===== src/rtl/wire_seq_mult.sv =====
// Sequential 16x16 shift-add multiplier fed from host wire-in endpoints; product and status are registered for wire-out.
// Define WIRE_SEQ_MULT_SIGNED_EN to honour op_signed (two's-complement operands); otherwise all operations are unsigned.
module wire_seq_mult (
    input  logic        ti_clk,
    input  logic        reset,
    input  logic        go,
    input  logic [15:0] a_in,
    input  logic [15:0] b_in,
    input  logic        op_signed,
    output logic [15:0] result_lo,
    output logic [15:0] result_hi,
    output logic [15:0] status
);

    typedef enum logic [1:0] {S_IDLE, S_RUN, S_FIX} state_t;

    state_t      state_q, state_d;
    logic        go_q, go_d;
    logic [31:0] acc_q, acc_d;
    logic [31:0] mcand_q, mcand_d;
    logic [15:0] mplier_q, mplier_d;
    logic [4:0]  count_q, count_d;
    logic        neg_q, neg_d;
    logic        busy_q, busy_d;
    logic        done_q, done_d;
    logic        res_neg_q, res_neg_d;
    logic [31:0] result_q, result_d;
    logic [7:0]  ops_q, ops_d;

    logic        start;
    logic [15:0] a_mag, b_mag;
    logic        neg_start;
    logic [31:0] fix_result;
    logic        fix_neg;

    assign start = go & ~go_q;

`ifdef WIRE_SEQ_MULT_SIGNED_EN
    // Magnitude of 0x8000 stays 0x8000 when read as 16-bit unsigned.
    assign a_mag      = (op_signed & a_in[15]) ? (16'd0 - a_in) : a_in;
    assign b_mag      = (op_signed & b_in[15]) ? (16'd0 - b_in) : b_in;
    assign neg_start  = op_signed & (a_in[15] ^ b_in[15]);
    assign fix_result = neg_q ? (32'd0 - acc_q) : acc_q;
    assign fix_neg    = neg_q & (acc_q != 32'd0);
`else
    logic [1:0] unused_signed_path;
    assign unused_signed_path = {op_signed, neg_q};
    assign a_mag      = a_in;
    assign b_mag      = b_in;
    assign neg_start  = 1'b0;
    assign fix_result = acc_q;
    assign fix_neg    = 1'b0;
`endif

    always_comb begin
        state_d   = state_q;
        go_d      = go;
        acc_d     = acc_q;
        mcand_d   = mcand_q;
        mplier_d  = mplier_q;
        count_d   = count_q;
        neg_d     = neg_q;
        busy_d    = busy_q;
        done_d    = done_q;
        res_neg_d = res_neg_q;
        result_d  = result_q;
        ops_d     = ops_q;
        case (state_q)
            S_IDLE: begin
                if (start) begin
                    mcand_d  = {16'd0, a_mag};
                    mplier_d = b_mag;
                    acc_d    = 32'd0;
                    count_d  = 5'd0;
                    neg_d    = neg_start;
                    busy_d   = 1'b1;
                    done_d   = 1'b0;
                    state_d  = S_RUN;
                end
            end
            S_RUN: begin
                if (mplier_q[0]) acc_d = acc_q + mcand_q;
                mplier_d = mplier_q >> 1;
                mcand_d  = mcand_q << 1;
                count_d  = count_q + 5'd1;
                if (count_q == 5'd15) state_d = S_FIX;
            end
            S_FIX: begin
                result_d  = fix_result;
                res_neg_d = fix_neg;
                busy_d    = 1'b0;
                done_d    = 1'b1;
                ops_d     = ops_q + 8'd1;
                state_d   = S_IDLE;
            end
            default: state_d = S_IDLE;
        endcase
    end

    // go_q resets high so a go level held through reset release is not seen as an edge.
    always_ff @(posedge ti_clk or posedge reset) begin
        if (reset) begin
            state_q   <= S_IDLE;
            go_q      <= 1'b1;
            acc_q     <= 32'd0;
            mcand_q   <= 32'd0;
            mplier_q  <= 16'd0;
            count_q   <= 5'd0;
            neg_q     <= 1'b0;
            busy_q    <= 1'b0;
            done_q    <= 1'b0;
            res_neg_q <= 1'b0;
            result_q  <= 32'd0;
            ops_q     <= 8'd0;
        end else begin
            state_q   <= state_d;
            go_q      <= go_d;
            acc_q     <= acc_d;
            mcand_q   <= mcand_d;
            mplier_q  <= mplier_d;
            count_q   <= count_d;
            neg_q     <= neg_d;
            busy_q    <= busy_d;
            done_q    <= done_d;
            res_neg_q <= res_neg_d;
            result_q  <= result_d;
            ops_q     <= ops_d;
        end
    end

    assign result_lo = result_q[15:0];
    assign result_hi = result_q[31:16];
    assign status    = {ops_q, count_q, res_neg_q, done_q, busy_q};

endmodule


===== config.mk =====
export PLATFORM = sky130hd
export DESIGN_NAME = wire_seq_mult
export DESIGN_NICKNAME = d
export VERILOG_FILES = /design/src/rtl/wire_seq_mult.sv
export SDC_FILE = /design/constraint.sdc
export NUM_CORES = 1
export LEC_CHECK = 0
export CAP_MARGIN = 20
export CORE_MARGIN = 3
export CORE_UTILIZATION = 40
export DETAILED_ROUTE_END_ITERATION = 12
export GPL_TIMING_DRIVEN = 0
export SLEW_MARGIN = 20
export SYNTH_ARGS = -nofsm -noshare
export SYNTH_HDL_FRONTEND = slang
export SYNTH_SLANG_ARGS = --single-unit

===== constraint.sdc =====
create_clock -name ti_clk -period 5.3 [get_ports ti_clk]
set_clock_uncertainty 0.1 [all_clocks]
set_input_delay 1.06 -clock ti_clk [delete_from_list [all_inputs] [get_ports ti_clk]]
set_output_delay 1.06 -clock ti_clk [all_outputs]
set_load 0.05 [all_outputs]

==> impl_metrics.py <==
metrics = {
    "pwr": {
        "finalPower_mw": 6.053,
        "cellLeakagePower_nw": 3.894,
        "netSwitchingPower_mw": 2.598,
        "vdd_drop_max_mv": 0.3331,
        "swShare": 0.4292,
        "power_density_nw_per_um2": 713.3,
        "p_seq_frac": 0.279,
        "pwr-share-clk": 0.206,
        "intPower_mw": 3.455,
        "comb_power_share": 0.515,
    },
    "clock_tree": {
        "cts-root-buf": "clkbuf_16",
        "cts_tree": "built",
        "clockBufferDepth": 2,
        "clk_pin_slew_ps": 60,
        "holdBufCountCts": 0,
        "numCtsBuffers": 17,
        "cts_sinks": 130,
        "clk_latency_ps": 430,
        "cts_setup_buffers": 0,
        "htreeDepth": 4,
        "postCtsResizedCells": 0,
    },
    "yosys": {
        "yosysWarnings": 0,
        "synth_edf_count": 0,
        "muxShareOfSynthArea": 0.05512,
        "synth-simple-area-share": 0.1643,
        "synth-seq-cells": 130,
        "yosysUniqueCellTypes": 54,
        "syn_area_um2": 6741,
        "synth-compound-area-share": 0.1514,
        "synthArstFlopShare": 1.000,
        "synth_fa_ha_area_frac": 0.06607,
        "syn_avg_cell_area_um2": 9.714,
        "synth_xor_area_frac": 0.04937,
        "syn_inst": 694,
        "synth_nets": 765,
        "synth_top_family_by_area": "simple AND/OR/NAND/NOR gates",
        "synth_seq_area_share": 0.4827,
        "synth_flop_cell": "dfrtp_1",
    },
    "timing": {
        "whs_ps": 377.0,
        "finalSetupViolCount": 0,
        "fin_crit_ps": 3371,
        "slew_headroom": 0.3123,
        "drv_slew": 0,
        "hold_violations": 0,
        "tns_ps": 0,
        "rsz0062_at_grt": "false",
        "finalCritPeriodShare": 0.6360,
        "tightest_slew_ps": 1029,
        "fmaxAchievable_mhz": 296.7,
        "fin_ws_ps": 1929,
    },
    "critical_path": {
        "cp_slowest_cell": "a2111oi_2",
        "crit_fanout": 3,
        "cp.required_ps": 5490,
        "cp_common_cell": "o21ai_0",
        "cp_slowest_stage_delay_ps": 480,
        "cp-end-kind": "flop",
        "crit_arrival_ps": 3560,
        "start_kind": "flop",
        "worstPathCellList": "ha_1 -> inv_1 -> fa_1 -> nor2b_1 -> o21a_1 -> o21ai_0 -> a2111oi_2 -> nor2_1 -> nand2b_1 -> a41oi_1 -> o21ai_0 -> xnor2_1 -> o21ai_1",
        "worstSetupPathType": "flop to flop",
    },
    "detailed_routing": {
        "wl_per_cell_um": 15.65,
        "drcViolationCount": 0,
        "firstDrtPassIters": 5,
        "vias": 5341,
        "drtIter0Drc": 303,
        "viasPerCell": 5.216,
        "final_antenna_net_count": 0,
        "wl_mm": 16.03,
    },
    "layout": {
        "drive_above_1_share": 0.1052,
        "fin_area_um2": 8487,
        "diodes": 0,
        "layout.nets": 866,
        "area_delta_synth_final_pct": 25.89,
    },
    "placed_design": {
        "gp_congestion": 0.8654,
        "pre_cts_slack_ps": 1675,
        "hpwl_mm": 11.68,
        "io_buffers": 81,
        "placed_cell_area_um2": 7858,
    },
    "floorplan": {
        "die_w_um": 135.8,
        "fp-row-count": 46,
        "ios": 84,
        "die-area_um2": 18450,
        "start_util": 0.4168,
        "die_h_um": 135.8,
        "core_um2": 16170,
    },
    "outcome": {
        "outcome": "finished, final reports clean",
    },
    "global_route": {
        "grt_pass1_vias": 5313,
        "grt_pass1_wl_mm": 26.99,
        "grt_usage": 0.1869,
        "overflow": 0,
        "antenna_found_initial": 0,
        "grt_start_max_net_pins": 94,
    },
    "run": {
        "drv_cap": 0,
    },
    "hold_path": {
        "holdCritPathClass": "flop to flop",
    },
}
[metrics by stage]
stage                     instances    util
after floorplan                 694       -
after global placement          991  0.4837
after detailed placement        992  0.4858
after CTS                      1024  0.5248
after global routing           1024  0.5248
final                          1024  0.5248
[cells in the mapped netlist (all sizes together), types with 2 or more instances]
library cell  number  area (um^2)
xor2              14        122.6
o21ai             44        220.2
o21bai             3        22.52
nor2b              5        31.28
and4               3        26.28
and3               5        36.28
nand2            146        548.0
mux2              33        371.6
a31oi             34        212.7
a32oi              3        33.79
nand4              5        31.28
nor3               4        20.02
o31ai              2        15.01
nor2              43        161.4
a2111oi            4        42.54
nand2b             6        37.54
xnor2             24        210.2
o211ai             4        35.03
nand3             30        150.1
a21o              16        120.1
a22o               2        17.52
a21oi             27        135.1
a211oi             3        32.53
inv               12        45.04
dfrtp            129         3228
ha                34        425.4
buf                8        47.55
and2               6        40.04
clkbuf            30        112.6
[final cells by class]
type	instances	area [um^2]
Tap cell	216	270.3
Buffer	38	160.2
Multi-Input combinational cell	514	3282
Clock buffer	22	474.2
Inverter	12	52.55
Sequential cell	130	3254
Fill cell	1427	7686
Clock inverter	10	155.1
Timing Repair Buffer	82	838.3
[critical path: cells and delay by family (launching register included)]
kind                     cells  cell delay, ps
AO/OA/AOI/OAI                6            1480
XOR/XNOR                     1             170
buffers and inverters        1              70
AND/OR/NAND/NOR              3             390
flip-flops                   1             380
adder cells (fa/ha/maj)      2             640
[metal layers]
metal / track usage / wire [um]
met1: 0.2512 / 7506
met2: 0.2951 / 7618
met3: 0.04626 / 735
met4: 0.06719 / 165
met5: 0 / 0
[power groups by stage]
stage | Sequential, mW | Clock, mW | Combinational (mW)
2_1_floorplan | 1.89 | 0 | 2.13
3_3_place_gp | 1.70 | 0 | 3.04
3_5_place_dp | 1.71 | 0 | 3.10
4_1_cts | 1.70 | 1.27 | 3.13
5_1_grt | 1.75 | 1.31 | 3.49
6_report | 1.69 | 1.25 | 3.12
[kinds of logic after synthesis]
logic type	count (synthesis)
xor gates and xnor gates	38
adders and majority gates	35
other	1
AOI/OAI and AO/OA	152
DFF	130
buffers and inverters	50
muxes	33
and+or+nand+nor	255
[worst paths after layout]
check / start / end / slack [ps] / cells after the start
hold / removal: ops_q[7] / ops_q[7] / 380 / 1
max in group asynchronous: reset / go_q / 3450 / 3
setup / recovery: mcand_q[0] / acc_q[30] / 1930 / 13
min in group asynchronous: reset / acc_q[12] / 910 / 2
hold reg to reg: ops_q[7] / ops_q[7] / 380 / 1
setup reg to reg: mcand_q[0] / acc_q[30] / 1930 / 13
[flip-flops by register name (all words and copies together), names as in the netlist]
register	count
acc_q	32
busy_q	1
count_q	5
done_q	1
go_q	1
mcand_q	32
mplier_q	16
ops_q	8
result_q	32
state_q	2
[placed cells by master (no fill, tap or decap), drive strengths merged, types with 2 or more instances in the layout]
master / instances
clkinv: 4
clkbuf: 52
clkdlybuf4s50: 81
nand3: 30
inv: 12
o211ai: 4
and2: 6
a211oi: 3
and4: 3
a32oi: 3
dfrtp: 129
a22o: 2
a31oi: 34
xnor2: 24
a21oi: 27
a2111oi: 4
nor2: 43
clkinvlp: 2
and3: 5
nand4: 5
nand2b: 6
mux2: 33
a21o: 16
ha: 34
xor2: 14
o21bai: 3
o31ai: 2
bufinv: 4
nand2: 146
nor3: 4
buf: 9
nor2b: 5
o21ai: 44
No activity file was read; power rests on OpenSTA's default activity.
